<file path="config.mk">
export PLATFORM = sky130hd
export DESIGN_NAME = lcd_bus_receiver
export DESIGN_NICKNAME = d
export VERILOG_FILES = /design/src/rtl/lcd_bus_receiver.sv
export SDC_FILE = /design/constraint.sdc
export NUM_CORES = 1
export LEC_CHECK = 0
export BUFFER_PORTS_ARGS = -buffer_cell sky130_fd_sc_hd__buf_2
export CAP_MARGIN = 20
export CORE_UTILIZATION = 30
export CTS_CLUSTER_DIAMETER = 200
export CTS_CLUSTER_SIZE = 10
export DETAILED_ROUTE_END_ITERATION = 16
export GPL_ROUTABILITY_DRIVEN = 0
export HOLD_SLACK_MARGIN = 0.02
export PLACE_DENSITY_LB_ADDON = 0.05
export REMOVE_ABC_BUFFERS = 1
export SLEW_MARGIN = 20
export SYNTH_ARGS = -nofsm -noshare
export SYNTH_HDL_FRONTEND = slang
export SYNTH_SLANG_ARGS = --single-unit
</file>
<file path="constraint.sdc">
create_clock -name clk -period 2.35 [get_ports clk]
set_input_delay 0.235 -clock clk [delete_from_list [all_inputs] [get_ports clk]]
set_output_delay 0.235 -clock clk [all_outputs]
set_load 0.1 [all_outputs]
</file>
<file path="src/rtl/lcd_bus_receiver.sv">
// Responder for the 4-bit HD44780-style LCD write bus: reassembles bytes, models address counter and busy time.
// Optional LCD_SHADOW_EN adds a 32-cell shadow copy of the visible DDRAM window.
module lcd_bus_receiver #(
  parameter int BUSY_CYCLES = 2000,
  parameter int BUSY_LONG   = 82000,
  parameter int CNT_W       = 17
) (
  input  logic       clk,
  input  logic       rst,
  input  logic       lcd_rs,
  input  logic       lcd_w,
  input  logic       lcd_e,
  input  logic [3:0] data,
  output logic       byte_valid,
  output logic [7:0] byte_out,
  output logic       byte_rs,
  output logic       mode_4bit,
  output logic [6:0] ddram_addr,
  output logic       busy,
  output logic       protocol_err,
  input  logic [4:0] shadow_addr,
  output logic [7:0] shadow_data
);

  typedef enum logic [1:0] {MODE8, NIB_HI, NIB_LO} state_t;

  localparam logic [CNT_W-1:0] BUSY_N = CNT_W'(BUSY_CYCLES);
  localparam logic [CNT_W-1:0] BUSY_L = CNT_W'(BUSY_LONG);

  state_t           state_q, state_d;
  logic             lcd_e_q;
  logic             rs_q, w_q;
  logic [3:0]       data_q;
  logic [3:0]       hi_q, hi_d;
  logic             hi_rs_q, hi_rs_d;
  logic             byte_valid_q, byte_valid_d;
  logic [7:0]       byte_out_q, byte_out_d;
  logic             byte_rs_q, byte_rs_d;
  logic             mode_4bit_q, mode_4bit_d;
  logic [6:0]       addr_q, addr_d;
  logic             inc_q, inc_d;
  logic [CNT_W-1:0] cnt_q, cnt_d;
  logic             err_q, err_d;
  logic             strobe;

  function automatic logic [6:0] step_addr(input logic [6:0] a, input logic inc);
    if (inc) begin
      if (a == 7'h27)      step_addr = 7'h40;
      else if (a == 7'h67) step_addr = 7'h00;
      else                 step_addr = a + 7'd1;
    end else begin
      if (a == 7'h00)      step_addr = 7'h67;
      else if (a == 7'h40) step_addr = 7'h27;
      else                 step_addr = a - 7'd1;
    end
  endfunction

  function automatic logic in_map(input logic [6:0] a);
    in_map = (a <= 7'h27) || ((a >= 7'h40) && (a <= 7'h67));
  endfunction

  // Read strobes (w=1) are invisible to everything below.
  assign strobe = lcd_e_q & ~lcd_e & ~w_q;

  always_comb begin
    state_d      = state_q;
    hi_d         = hi_q;
    hi_rs_d      = hi_rs_q;
    byte_valid_d = 1'b0;
    byte_out_d   = byte_out_q;
    byte_rs_d    = byte_rs_q;
    mode_4bit_d  = mode_4bit_q;
    addr_d       = addr_q;
    inc_d        = inc_q;
    err_d        = err_q;
    cnt_d        = (cnt_q != '0) ? cnt_q - CNT_W'(1) : cnt_q;

    if (strobe) begin
      if (cnt_q != '0) err_d = 1'b1;
      case (state_q)
        MODE8: begin
          byte_valid_d = 1'b1;
          byte_out_d   = {data_q, 4'b0000};
          byte_rs_d    = rs_q;
          if (data_q == 4'b0010) begin
            state_d     = NIB_HI;
            mode_4bit_d = 1'b1;
          end
        end
        NIB_HI: begin
          hi_d    = data_q;
          hi_rs_d = rs_q;
          state_d = NIB_LO;
        end
        default: begin
          state_d = NIB_HI;
          if (rs_q != hi_rs_q) begin
            err_d = 1'b1;
          end else begin
            byte_valid_d = 1'b1;
            byte_out_d   = {hi_q, data_q};
            byte_rs_d    = rs_q;
            if (!rs_q && hi_q == 4'b0011) begin
              state_d     = MODE8;
              mode_4bit_d = 1'b0;
            end
          end
        end
      endcase
    end

    // Command / data decode happens in the cycle byte_valid is high.
    if (byte_valid_q) begin
      cnt_d = BUSY_N;
      if (byte_rs_q) begin
        addr_d = step_addr(addr_q, inc_q);
      end else if (byte_out_q == 8'h01) begin
        addr_d = 7'h00;
        inc_d  = 1'b1;
        cnt_d  = BUSY_L;
      end else if (byte_out_q[7:1] == 7'b0000001) begin
        addr_d = 7'h00;
        cnt_d  = BUSY_L;
      end else if (byte_out_q[7:2] == 6'b000001) begin
        inc_d = byte_out_q[1];
      end else if (byte_out_q[7]) begin
        addr_d = byte_out_q[6:0];
        if (!in_map(byte_out_q[6:0])) err_d = 1'b1;
      end
    end
  end

  always_ff @(posedge clk) begin
    rs_q   <= lcd_rs;
    w_q    <= lcd_w;
    data_q <= data;
    hi_q   <= hi_d;
    if (rst) begin
      state_q      <= MODE8;
      lcd_e_q      <= 1'b0;
      hi_rs_q      <= 1'b0;
      byte_valid_q <= 1'b0;
      byte_out_q   <= 8'h00;
      byte_rs_q    <= 1'b0;
      mode_4bit_q  <= 1'b0;
      addr_q       <= 7'h00;
      inc_q        <= 1'b1;
      cnt_q        <= '0;
      err_q        <= 1'b0;
    end else begin
      state_q      <= state_d;
      lcd_e_q      <= lcd_e;
      hi_rs_q      <= hi_rs_d;
      byte_valid_q <= byte_valid_d;
      byte_out_q   <= byte_out_d;
      byte_rs_q    <= byte_rs_d;
      mode_4bit_q  <= mode_4bit_d;
      addr_q       <= addr_d;
      inc_q        <= inc_d;
      cnt_q        <= cnt_d;
      err_q        <= err_d;
    end
  end

  assign byte_valid   = byte_valid_q;
  assign byte_out     = byte_out_q;
  assign byte_rs      = byte_rs_q;
  assign mode_4bit    = mode_4bit_q;
  assign ddram_addr   = addr_q;
  assign busy         = (cnt_q != '0);
  assign protocol_err = err_q;

`ifdef LCD_SHADOW_EN
  logic [7:0] shadow_q [32];
  logic [4:0] fill_q, fill_d;
  logic       filling_q, filling_d;
  logic       wr_en;
  logic [4:0] wr_idx;
  logic [7:0] wr_val;

  always_comb begin
    fill_d    = fill_q;
    filling_d = filling_q;
    wr_en     = 1'b0;
    wr_idx    = fill_q;
    wr_val    = 8'h20;
    if (filling_q) begin
      wr_en  = 1'b1;
      fill_d = fill_q + 5'd1;
      if (fill_q == 5'd31) filling_d = 1'b0;
    end
    if (byte_valid_q && !byte_rs_q && byte_out_q == 8'h01) begin
      filling_d = 1'b1;
      fill_d    = 5'd0;
    end else if (byte_valid_q && byte_rs_q &&
                 (addr_q[5:4] == 2'b00) && (addr_q[6] ? 1'b1 : 1'b1) && !addr_q[5] &&
                 ((addr_q[6:4] == 3'b000) || (addr_q[6:4] == 3'b100))) begin
      wr_en  = 1'b1;
      wr_idx = {addr_q[6], addr_q[3:0]};
      wr_val = byte_out_q;
    end
  end

  always_ff @(posedge clk) begin
    if (rst) begin
      for (int i = 0; i < 32; i++) shadow_q[i] <= 8'h20;
      fill_q    <= 5'd0;
      filling_q <= 1'b0;
    end else begin
      if (wr_en) shadow_q[wr_idx] <= wr_val;
      fill_q    <= fill_d;
      filling_q <= filling_d;
    end
  end

  assign shadow_data = shadow_q[shadow_addr];
`else
  logic unused_shadow;
  assign unused_shadow = ^shadow_addr;
  assign shadow_data   = 8'h00;
`endif

endmodule

</file>
==> run summary <==
The pin count of the biggest net entering global routing came out at 20. In this run the vertical extent of the chip is slightly below 100 um. The checks that failed: design-rule violations. The worst relative slew slack is approximately two thirds. The number of global-route vias before repair is 2159. The antenna diode instance count came out at 0. In the synthesized netlist the async set-or-reset flop fraction comes to 0%.

The initial antenna violation count came out at 0. Summing all placed instances gives a cell area of slightly below 3000 um^2. The number of I/O pins is 42. STA puts the critical path data arrival time at 1920 ps. Relative to the synthesized area, the layout overhead comes to 14.0%.

The total of buffers placed on input and output ports came out at 28. In the final routed layout, each cell accounts on average for ~14 um. Clock tree synthesis inserted a total of 5 buffers.

The number of failing hold endpoints at the final stage came out at 0. In this run the remaining antenna-violating nets after routing total 0. The biggest fanout along the worst timing path came out at 8. The tightest min-delay check is of the in2reg type. The share of cells above drive strength 1 came out at 19.4%. The maximum clock insertion buffer count came out at 2.

Counting flops and latches in the post-synthesis netlist gives 51. In this run the horizontal extent of the chip is 97.7 um. The via count is 2256. The biggest area contributor in the post-synthesis netlist is sky130_fd_sc_hd__dfxtp_1. The total count of max-transition violations in the final report came to 0. The die area came out at 9550 um^2.

After technology mapping, the gate count stands at between 300 and 400. Clock skew on the completed layout was measured at 20.5 ps. CTS saw 51 sinks. The run finished, with violations left. The leakage power is about 1.2 nW. For the final routed database, the setup TNS stands at 0 ps. Clock tree synthesis selected as its root buffer the cell sky130_fd_sc_hd__clkbuf_8. Across the run, the number of max-cap violations was 0. The starting utilization of the core area came out at around 31%.

The CTS tree is yes. After synthesis, the mean cell area works out to 9.07 um^2. The number of library cell types mapped by synthesis is between 60 and 70. The critical path endpoint category is an output port.

The post-layout instance area is between 3000 and 4000 um^2. The part of the Yosys area used for sequential elements is between 30 and 40%. The number of rows created at floorplan came out at 34. The area of the core came out at about 9000 um^2. The overall track demand over capacity in global routing came out at 14.4%.

The maximum ir drop on the vdd rail is around 290 uV. After layout, the minimum clock period comes to between 2000 and 2500 ps. CTS built an H-tree with a depth of 2.

The DRC marker count from the first detailed-route iteration is between 70 and 80. The share of the synthesized area in the top cell type came out at approximately 34%. The critical path class is reg2out. The average via count per standard cell is 5.09. The library cells used most frequently in the layout, excluding fill and tap cells, are sky130_fd_sc_hd__dfxtp_1, sky130_fd_sc_hd__nor2_1, sky130_fd_sc_hd__buf_2. The first global-routing pass estimated 11.0 mm of wire. Setup repair after global routing left no endpoint under its margin. The worst hold slack came out at 170 ps. Static timing analysis puts the maximum clock frequency at approximately 0.46 GHz. The commonest non-fill, non-tap cell in the layout is sky130_fd_sc_hd__dfxtp_1.

For this run, the leading register cell type out of synthesis is sky130_fd_sc_hd__dfxtp_1. The share of the clock period used by the worst path came out at slightly above 90%. Data on the critical path is required at its endpoint by roughly 2100 ps.

The later pin in the worst-skew pair is clocked with a latency of ~320 ps. In this run, synthesis inferred 4 flip-flops with an integrated enable. The number of remaining DRC errors is 4. The total grt overflow is 0. The placement-stage worst setup slack came out at between 400 and 500 ps. The final layout contains around 350 nets. After legalization and detailed placement, the total HPWL measured ~4.5 mm. The type of element launching the critical path is a flop.

The final worst-path setup slack is 196 ps. In this run the power density over the cells is around 940 nW/um^2. The count of warnings emitted by yosys came out at 0. The total power came out at ~2.9 mW. The routed design has around 6.4 mm of wire. After synthesis, the cell types taking the most area are sky130_fd_sc_hd__dfxtp_1, sky130_fd_sc_hd__nor2_1, sky130_fd_sc_hd__edfxtp_1.

The setup-violating endpoint count in the final report is 0. The length of the first detailed-routing pass in iterations came out at 10. The combined area of all synthesized cells came out at between 2000 and 3000 um^2. The transition at the pin with the smallest max-transition slack is 519 ps.

After clock tree synthesis, the clock-pin slew on the worst setup and hold paths is 100 ps.
==> state kept, by name, summed over array words and instances (netlist names), 2 cells and up <==
name        count
cnt_q          17
byte_out        8
ddram_addr      7
data_q          4
hi_q            4
state_q         2
==> critical path, stage by stage (launching register included) <==
cell	delay (ps)
sky130_fd_sc_hd__dfxtp_1	380
sky130_fd_sc_hd__nor4_4	400
sky130_fd_sc_hd__nand4_4	210
sky130_fd_sc_hd__nand2b_1	280
sky130_fd_sc_hd__buf_2	350
==> synthesized netlist by cell type, types with 3 or more instances <==
cell type and instances:
sky130_fd_sc_hd__edfxtp_1 4, sky130_fd_sc_hd__buf_4 9, sky130_fd_sc_hd__nand3_1 10, sky130_fd_sc_hd__nor4_1 4, sky130_fd_sc_hd__nand2b_1 9, sky130_fd_sc_hd__a21oi_1 22, sky130_fd_sc_hd__ha_1 4, sky130_fd_sc_hd__inv_1 9
sky130_fd_sc_hd__mux2i_1 11, sky130_fd_sc_hd__xor2_1 7, sky130_fd_sc_hd__o21ai_0 8, sky130_fd_sc_hd__or3_1 3, sky130_fd_sc_hd__a31oi_1 7, sky130_fd_sc_hd__nand4_1 5, sky130_fd_sc_hd__a211oi_1 10, sky130_fd_sc_hd__xnor2_1 9
sky130_fd_sc_hd__dfxtp_1 47, sky130_fd_sc_hd__nor3_1 9, sky130_fd_sc_hd__nand2_1 10, sky130_fd_sc_hd__clkbuf_1 12, sky130_fd_sc_hd__o211ai_1 3, sky130_fd_sc_hd__nor2_1 36, sky130_fd_sc_hd__nor3b_1 3
==> stage by stage <==
| stage | std cells | utilization [%] |
|---|---|---|
| floorplan | 284 | - |
| detailed placement | 429 | 33.7 |
| finish | 443 | 35.6 |
| CTS | 443 | 35.5 |
| global placement | 429 | 33.7 |
| global route | 443 | 35.6 |
==> worst paths after layout <==
kind              slack (ps)             to  cells after the start           from
hold reg to reg          470        hi_rs_q                      2        hi_rs_q
setup reg to reg         530  ddram_addr[6]                      5  ddram_addr[2]
setup / recovery         200           busy                      4      cnt_q[12]
hold / removal           170        lcd_e_q                      2          lcd_e
==> timing repair <==
| action | CTS | global route |
|---|---|---|
| setup endpoints to repair | 0 | 1 |
| resized for setup | 0 | 1 |
| endpoints found under the hold margin | 6 | 0 |
| hold buffers | 6 | 0 |
| buffers inserted | 0 | 0 |
==> layout make-up <==
type                    instances  area (um^2)
clock buffers                   5         68.8
flip-flops and latches         51         1060
inverters                       9         33.8
clock inverters                 3         26.3
well taps                     108          135
repair buffers                 43          268
fillers                       943         5670
multi-input cells             224         1540
==> power by group <==
| part | switching (mW) | leakage, nW | internal (mW) |
|---|---|---|---|
| clock | 0.329 | 0.0491 | 0.220 |
| sequential | 0.174 | 0.421 | 0.995 |
| combinational | 0.715 | 0.704 | 0.512 |
| total | 1.22 | 1.17 | 1.73 |
==> cells by family (layout without fill, tap and decap cells) <==
family	Yosys count	count (layout)	share of synthesized area, %
simple gates	113	113	25.4
compound gates	70	70	17.5
flops	51	51	38.6
buf+inv	35	60	6.64
xor+xnor	16	16	5.10
mux	13	13	4.82
fa+ha+maj	4	4	1.82
other cells	1	8	0.136
==> metal layers <==
layer	wire length (um)	global-route usage, %	share of wire, %	vias to the layer above
li1	-	-	-	1155
met1	3300	20.5	52	1062
met2	2850	22.5	45	33
met3	131	2.37	2.1	6
met4	69	3.85	1.1	0
met5	0	0	0	-
No activity file was read; power rests on OpenSTA's default activity.
